==> src/rtl/rnd_instr_unit.sv <==
// rnd_instr_unit: executes a CXNN-style random operation (VX = random AND NN)
// and keeps a running health check on the incoming PRNG byte stream.
// The random byte sampled is the one present in the cycle after acceptance,
// so the result is decoupled from the instruction fetch timing.
module rnd_instr_unit #(
  parameter int STUCK_LIMIT = 8
) (
  input  logic       clk,
  input  logic       rst_n,
  input  logic [7:0] rnd_byte,
  input  logic       req_valid,
  output logic       req_ready,
  input  logic [3:0] req_x,
  input  logic [7:0] req_nn,
  output logic       wr_en,
  output logic [3:0] wr_addr,
  output logic [7:0] wr_data,
  input  logic       wr_ack,
  output logic       done,
  output logic       stuck
);

  // Counter is wide enough to hold STUCK_LIMIT itself, so saturation never wraps.
  localparam int CNT_W = (STUCK_LIMIT < 2) ? 1 : $clog2(STUCK_LIMIT + 1);
  localparam logic [CNT_W-1:0] LIMIT = CNT_W'(STUCK_LIMIT);

  typedef enum logic [1:0] {
    IDLE   = 2'd0,
    SAMPLE = 2'd1,
    WRITE  = 2'd2
  } state_t;

  state_t           state;
  logic [3:0]       lat_x;
  logic [7:0]       lat_nn;

  logic [7:0]       prev_byte;
  logic             prev_valid;
  logic [CNT_W-1:0] run_cnt;
  logic [CNT_W-1:0] run_next;

  // Only the idle state can take a new request; reset forces IDLE so this reads 1 during reset.
  assign req_ready = (state == IDLE);

  // Operation sequencer: accept, sample the PRNG one cycle later, then hold the write until acked.
  always_ff @(posedge clk or negedge rst_n) begin
    if (!rst_n) begin
      state   <= IDLE;
      lat_x   <= 4'h0;
      lat_nn  <= 8'h00;
      wr_en   <= 1'b0;
      wr_addr <= 4'h0;
      wr_data <= 8'h00;
      done    <= 1'b0;
    end else begin
      done <= 1'b0;
      case (state)
        IDLE: begin
          if (req_valid) begin
            lat_x  <= req_x;
            lat_nn <= req_nn;
            state  <= SAMPLE;
          end
        end
        SAMPLE: begin
          wr_data <= rnd_byte & lat_nn;
          wr_addr <= lat_x;
          wr_en   <= 1'b1;
          state   <= WRITE;
        end
        WRITE: begin
          if (wr_ack) begin
            wr_en <= 1'b0;
            done  <= 1'b1;
            state <= IDLE;
          end
        end
        default: begin
          wr_en <= 1'b0;
          state <= IDLE;
        end
      endcase
    end
  end

  // Next run length: grows on a repeated byte (saturating), restarts on any change.
  always_comb begin
    run_next = '0;
    if (prev_valid && (rnd_byte == prev_byte)) begin
      if (run_cnt == LIMIT) begin
        run_next = run_cnt;
      end else begin
        run_next = run_cnt + CNT_W'(1);
      end
    end
  end

  // Health monitor runs every cycle regardless of the sequencer; the alarm is sticky until reset.
  always_ff @(posedge clk or negedge rst_n) begin
    if (!rst_n) begin
      prev_byte  <= 8'h00;
      prev_valid <= 1'b0;
      run_cnt    <= '0;
      stuck      <= 1'b0;
    end else begin
      prev_byte  <= rnd_byte;
      prev_valid <= 1'b1;
      run_cnt    <= run_next;
      if (run_next == LIMIT) begin
        stuck <= 1'b1;
      end
    end
  end

endmodule

==> config.mk <==
export PLATFORM = sky130hd
export DESIGN_NAME = rnd_instr_unit
export DESIGN_NICKNAME = d
export VERILOG_FILES = /design/src/rtl/rnd_instr_unit.sv
export SDC_FILE = /design/constraint.sdc
export NUM_CORES = 1
export LEC_CHECK = 0
export BUFFER_PORTS_ARGS = -buffer_cell sky130_fd_sc_hd__buf_2
export CAP_MARGIN = 20
export CORE_ASPECT_RATIO = 0.6
export CORE_MARGIN = 4
export CORE_UTILIZATION = 31
export DETAILED_ROUTE_END_ITERATION = 10
export PLACE_DENSITY = 0.49
export SYNTH_ARGS = -nofsm -noshare
export SYNTH_HDL_FRONTEND = slang
export SYNTH_SLANG_ARGS = --single-unit
==> constraint.sdc <==
create_clock -name clk -period 2.27 [get_ports clk]
set_clock_uncertainty 0.05 [all_clocks]
set_input_delay 0.227 -clock clk [delete_from_list [all_inputs] [get_ports clk]]
set_output_delay 0.227 -clock clk [all_outputs]
set_load 0.1 [all_outputs]
# Word level (Yosys, flattened, before mapping)
# Cells that the tools add are included.
# Widths: inputs -> output; s select.
# totals
ff_bits	42
out_inout_bits	16
elab_cells	35
# op_classes
bitwise	2
eq_ne	7
reduce_logical	5
n_mux	9
add_sub_neg	1
# op_table
cell	count
$and 8x8->8	1
$eq 4x4->1 const B	2
$eq 8x8->1	1
$mux 4	2
$pmux 2 s3	1
$reduce_and 2->1	3
$add 4x1->4 const B	1
$mux 2	2
$ne 2x2->1 const B	2
$mux 1	3
$pmux 1 s3	1
$eq 2x1->1 const B	1
$eq 2x2->1 const B	1
$logic_not 2->1	1
$logic_and 1x1->1	1
$not 1->1	1

# Logic depth before layout (Yosys ltp)
# Gate-level depths: netlist of the first run.
# depth
depth_word	4
ltp_mapped	6
ltp_nobuf	6

# Worst setup path before layout of the first run
# OpenSTA, ideal clock, no wires.
# synth_path
path_kind	register -> register
from	register state[0]
to	register lat_nn[0]
required_ns	2.095
synth_period_minus_slack_ns	2.688
arrival_ns	2.513
n_path_buf	2
path_stages_with_launch	6
slack_ns	-0.418
setup_time_ns	0.125
cell_sequence	dfrtp_1 -> nor2_1 -> and2_1 -> buf_6 -> buf_6 -> mux2_2
# synth_between
elab_chain_len	2
# synth_rtl
item	line_no	text
start: declaration	33	state_t state;
start signal: assignment	48	state <= IDLE;
start signal: assignment	62	state <= SAMPLE;
start signal: assignment	69	state <= WRITE;
$logic_not 2->1	n/a	
named net req_ready	12	output logic req_ready,
$reduce_and 2->1 (no line)	n/a	
end signal: assignment	61	lat_nn <= req_nn;
end: declaration	35	logic [7:0] lat_nn;
# The timed path passes the listed nets, and every way through them passes these cells.
# A chain may end at the register's enable or synchronous reset.

# Worst setup path after layout of the first run
# layout_path
from	register state[0]
to	register lat_nn[6]
# layout_between
elab_chain_len	2
# layout_rtl
item	line_no	text
$logic_not 2->1	57	case (state)
$reduce_and 2->1 (no line)	n/a	
# No other way between the ends.

==> impl_metrics.tcl, run 1 <==
set metrics [dict create \
    outcome "finished clean" \
    max-vdd-ir-drop_v 0.0008688 \
    nets 196 \
    r2r_slack_ns 0.61 \
    ys_top_cells_by_area "dfrtp_1 (64%), mux2_2 (11%), xnor2_1 (4.8%), nand2_1 (4.3%), o21ai_0 (3.0%)" \
    clock-sinks 42 \
    drc 0 \
    period_minus_slack_ns 1.659 \
    core-area_um2 5105 \
    synth_most_common_cell "dfrtp_1" \
    htree_levels 2 \
    start_kind "flop" \
    cp_slowest_cell "and2_1" \
    row_count 20 \
    dieWidth_um 102.0 \
    via_per_inst 4.329 \
    setup_viol 0 \
    startpoint "state[0]$_DFFE_PN0P_" \
    io_buffer_count 39 \
    drtPass1Iterations 4 \
    start_util_pct 32.18 \
    slew_violations 0 \
    synth-seq-area-share_pct 63.98 \
    cts_tree "done" \
    drive_above_1_share_pct 36.84 \
    fillers 509 \
    worstPathCellList "nor2_2 > and2_1 > mux2_2" \
    max-slew-margin-rel_pct 39.79 \
    synth.top_cells.by_count "dfrtp_1 (42), nand2_1 (19), mux2_2 (16)" \
    die_h_um 64.39 \
    n_antenna_cell 0 \
    endpoint_kind "flop" \
    syn-instance-count 128 \
    syn2layout_area_growth_pct 20.72 \
    synth_largest_area_cell "dfrtp_1" \
    synth_edf_count 0 \
    die_area_um2 6566 \
    dp_cells 229 \
    synth_warnings 0 \
    cts_resized 0 \
    hp-class "in -> async" \
    slowest_delay_ns 0.53 \
    crit_type "reg -> reg" \
    antenna_found_initial 0 \
    ys_ff_latch 42 \
    ys_types 26 \
    grt_pass1_vias 1103 \
    finalNonFillerCells 237 \
    post-dp-hpwl_um 2329 \
    clock_path_buffers 2 \
    clkTransAtPathRegs_ns 0.07 \
    insertion_delay_ns 0.28 \
    syn_area_um2 1643 \
    total_leakage_power_nw 0.9346 \
    worstMarginPinSlew_ns 0.9032 \
    fin_setup_tns_ns 0 \
    grt_overflow 0 \
    synthFlopType "dfrtp_1" \
    arrival_ns 1.77 \
    grt_max_degree 43 \
    grt_setup_unrepaired "no" \
    async_reset_ff_share_pct 100.0 \
    vias 1026 \
    rr_endpoint "lat_nn[6]$_DFFE_PN0P_" \
    finish.utilization_pct 38.85 \
    synth.avg_cell_area_um2 12.83 \
    netlist.area_leader.share_pct 63.98 \
    path_max_fanout 13 \
    cts_root_buf "clkbuf_8" \
    wl_um 3085 \
    drt_iter0_drc 28 \
    routedWlPerCell_um 13.02 \
    place.gp.congestion 0.6863 \
    timing.rr.start "state[0]$_DFFE_PN0P_" \
    num_io_pins 40 \
    cts_setup_buffers 0 \
    max_freq_mhz 602.7 \
    grt_usage_pct 10.55 \
    postRouteAntennaNets 0 \
    r2r_cells 3 \
    max-cap-violations 0 \
    grt_pass1_wl_um 5271 \
    cts.hold.buffers_added 0 \
    syn_nets 154 \
    power.density_nw_per_um2 1475 \
    cts_made_buffers 5 \
    period_share_pct 73.10 \
    required_ns 2.39 \
    finalPower_w 0.002924 \
    hold_violations 0 \
]
==> how the worst max path moves through the flow <==
stage,endpoint,slack [ns],cells after the start
finish,lat_nn[6]$_DFFE_PN0P_,0.61,3
global route,lat_nn[5]$_DFFE_PN0P_,0.46,3
CTS,lat_nn[6]$_DFFE_PN0P_,0.57,3
detailed placement,lat_nn[2]$_DFFE_PN0P_,0.59,3
global placement,lat_nn[5]$_DFFE_PN0P_,0.63,3
floorplan,lat_nn[0]$_DFFE_PN0P_,0.08,5
==> metrics by stage <==
stage / setup WS, ns / instance area (um^2) / hold slack (ns)
detailed placement: 0.5866 / 1892 / 0.3290
global route: 0.4579 / 1983 / 0.008912
finish: 0.6107 / 1983 / 0.01836
floorplan: 0.07711 / 1645 / -0.1186
CTS: 0.5670 / 1983 / 0.02547
global placement: 0.6268 / 1892 / 0.3232
==> critical path: cells and delay by family (launching register included) <==
| family | cells | cell delay [ns] |
|---|---|---|
| simple gates | 2 | 0.67 |
| mux | 1 | 0.40 |
| flops | 1 | 0.42 |
==> registers in the layout, summed over array words and instances (netlist names) <==
register and count:
prev_valid 1, wr_data 8, lat_x 4, prev_byte 8, run_cnt 4, stuck 1, done 1, wr_en 1
wr_addr 4, lat_nn 8, state 2
==> kinds of logic (layout without fill, tap and decap cells) <==
group	after synthesis	count (layout)	share of synthesized area [%]
DFF	42	42	63.98
xor gates and xnor gates	10	10	5.332
muxes	17	17	11.58
adders and majority gates	2	2	1.523
other	1	1	0.2283
buffers and inverters	7	50	2.589
and+or+nand+nor	34	34	9.597
AOI/OAI and AO/OA	15	15	5.179
==> metal layers <==
metal | vias up | wire (um) | track usage [%]
li1 | 510 | - | -
met1 | 492 | 1554 | 14.36
met2 | 22 | 1336 | 15.45
met3 | 2 | 172 | 3.926
met4 | 0 | 22 | 3.437
met5 | - | 0 | 0
==> final cells by class <==
class	instances	area, um^2	share of cell area, %
sequential	42	1051	53.00
multi-input combinational	79	551.8	27.82
timing repair buffer	39	195.2	9.842
clock buffer	7	86.33	4.353
tap	66	82.58	4.164
inverter	3	11.26	0.5678
clock inverter	1	5.005	0.2524
==> where the power goes <==
group	total (W)	switching [W]	internal [W]
sequential	0.00110	0.000123	0.000982
combinational	0.00134	0.00104	0.000298
clock	0.000478	0.000233	0.000245
total	0.00292	0.00140	0.00152
==> layout by cell type (no fill, tap or decap) <==
cell type and count:
a211oi_1 2, a21o_1 1, a21oi_1 1, and2_1 3, and3b_1 1, buf_2 39, clkbuf_1 1, clkbuf_8 6
clkinv_2 1, conb_1 1, dfrtp_1 42, ha_1 2, inv_1 3, mux2_2 16, mux2i_1 1, nand2_1 19
nand2b_1 1, nand3_1 2, nand4_1 1, nor2_1 2, nor2_2 1, nor3_1 1, nor4_1 2, o21a_1 1
o21ai_0 10, or2b_1 1, xnor2_1 9, xor2_1 1
Power figures use the tool's default switching activity.
==> inputs of run 2 (changes only) <==
==> constraint.sdc (replaced) <==
create_clock -name clk -period 1.6 [get_ports clk]
set_clock_uncertainty 0.05 [all_clocks]
set_input_delay 0.16 -clock clk [delete_from_list [all_inputs] [get_ports clk]]
set_output_delay 0.16 -clock clk [all_outputs]
set_load 0.1 [all_outputs]
==> run 2 against run 1 <==
  * Via count is 9.8% higher
  * Design area is 10% higher
  * Critical endpoint is now stuck$_DFFE_PN0N_
  * Setup slack worse by 0.53 ns
  * Highest routed layer unchanged
  * Total power is 49% higher
  * Critical path type is now in -> reg
  * Largest cell class unchanged
  * Cell count is 5.9% higher
  * Clock-buffer cell count is 1 higher
==> impl_metrics.tcl, run 2 (same netlist as run 1, synthesis figures left out) <==
set metrics [dict create \
    start_util_pct 32.18 \
    antenna_found_initial 0 \
    clock_path_buffers 2 \
    power.density_nw_per_um2 1996 \
    nets 210 \
    reg_top3 "lat_nn (8), prev_byte (8), wr_data (8)" \
    clock-sinks 42 \
    grt_pass1_wl_um 5954 \
    power_frac_clock_pct 17.7 \
    period_share_pct 95.18 \
    power.share.sequential_pct 36.1 \
    rr_endpoint "stuck$_DFFE_PN0N_" \
    arrival_ns 1.70 \
    grt_usage_pct 11.92 \
    switching_share_pct 46.49 \
    r2r_slack_ns 0.09 \
    mostFrequentLayoutCells "dfrtp_1 (42), buf_2 (39), nand2_1 (19)" \
    design_area_um2 2182 \
    postRouteAntennaNets 0 \
    endpoint_kind "flop" \
    io_buffer_count 39 \
    drt_iter0_drc 35 \
    post-dp-hpwl_um 2556 \
    setup_viol 0 \
    hold_end "state[1]$_DFFE_PN0P_" \
    n_antenna_cell 0 \
    routedWlPerCell_um 13.93 \
    p_int_w 0.002331 \
    cts_tree "done" \
    fillers 514 \
    outcome "finished clean" \
    finalPower_w 0.004356 \
    vias 1127 \
    comb_power_share_pct 46.2 \
    total_leakage_power_nw 1.026 \
    place.gp.congestion 0.7521 \
    slew_violations 0 \
    drive_above_1_share_pct 39.46 \
    cts_root_buf "clkbuf_8" \
    die_area_um2 6566 \
    path_max_fanout 3 \
    required_ns 1.78 \
    max-cap-violations 0 \
    clkTransAtPathRegs_ns 0.08 \
    crit_type "in -> reg" \
    min_path_cells 2 \
    cts_made_buffers 5 \
    seq_area_um2 1051 \
    syn2layout_area_growth_pct 32.83 \
    max_freq_mhz 656.7 \
    dieWidth_um 102.0 \
    final_common_cell "dfrtp_1" \
    min-delay-start "wr_ack" \
    r2r_cells 6 \
    switchingPower_w 0.002025 \
    grt_pass1_vias 1271 \
    htree_levels 2 \
    insertion_delay_ns 0.29 \
    max-vdd-ir-drop_v 0.001409 \
    grt_overflow 0 \
    core-area_um2 5105 \
    period_minus_slack_ns 1.523 \
    placed_cell_area_um2 1952 \
    row_count 20 \
    wl_um 3497 \
    start_kind "input port" \
    multi_input_area_um2 579.3 \
    via_per_inst 4.490 \
    timing.rr.start "run_cnt[0]$_DFF_PN0_" \
    hold_violations 0 \
    num_io_pins 40 \
    hp-class "in -> reg" \
    die_h_um 64.39 \
    drtPass1Iterations 4 \
    grt_max_degree 25 \
    drc 0 \
]
[run 2: cell count changes in the layout (fill, tap and decap cells not counted), moves of 2 or more]
cell	change
clkbuf_8	+2
buf_4	+3
buf_12	+2
dlygate4sd3_1	+9
[run 2: power groups by stage]
| stage | Clock (W) | Combinational [W] | Sequential [W] |
|---|---|---|---|
| floorplan | 0 | 0.000633 | 0.00258 |
| global placement | 0 | 0.00199 | 0.00157 |
| detailed placement | 0 | 0.00202 | 0.00160 |
| CTS | 0.000810 | 0.00204 | 0.00158 |
| global route | 0.000855 | 0.00212 | 0.00162 |
| finish | 0.000771 | 0.00201 | 0.00157 |
[run 2: worst max-delay path by stage]
stage | end | start | slack (ns)
finish | stuck$_DFFE_PN0N_ | rnd_byte[6] | 0.08
global route | stuck$_DFFE_PN0N_ | rnd_byte[4] | -0.03
CTS | stuck$_DFFE_PN0N_ | run_cnt[0]$_DFF_PN0_ | 0.002
detailed placement | stuck$_DFFE_PN0N_ | run_cnt[0]$_DFF_PN0_ | 0.007
global placement | stuck$_DFFE_PN0N_ | run_cnt[0]$_DFF_PN0_ | 0.17
floorplan | lat_nn[0]$_DFFE_PN0P_ | state[1]$_DFFE_PN0P_ | -0.26
[run 2: through the flow]
stage	std cells	hold WS, ns	setup TNS [ns]	utilization, %	worst slack [ns]
after CTS	251	0.02284	0	42.30	0.001576
after global placement	233	0.07268	0	38.24	0.1719
after floorplan	128	-0.1856	-2.770	-	-0.2638
final	251	0.03444	0	42.75	0.07713
after global routing	251	0.03731	-0.02776	42.75	-0.02776
after detailed placement	233	0.08280	0	38.24	0.007268
[run 2: worst max-delay path, cell delays in order]
cell,delay [ns]
dlygate4sd3_1,0.54
buf_2,0.15
xnor2_1,0.14
nand3_1,0.20
nor4_4,0.36
a21o_1,0.16
[run 2: repair_timing]
item	4_1_cts	5_1_grt
resized for setup	0	5
setup buffers	1	0
hold buffers	9	0
hold endpoints to repair	26	0
pin swaps	0	2
setup endpoints to repair	1	2
[run 2: cell type report]
| cell class | instances | share of cell area [%] |
|---|---|---|
| inverter | 3 | 0.5161 |
| sequential | 42 | 48.17 |
| tap | 66 | 3.784 |
| clock buffer | 8 | 5.046 |
| multi-input combinational | 79 | 26.55 |
| timing repair buffer | 53 | 15.94 |
[run 2: per-layer routing]
| layer | vias up | wire length [um] | global-route usage, % |
|---|---|---|---|
| li1 | 538 | - | - |
| met1 | 548 | 1528 | 14.20 |
| met2 | 32 | 1697 | 19.17 |
| met3 | 9 | 210 | 4.907 |
| met4 | 0 | 59 | 4.583 |
| met5 | - | 0 | 0 |
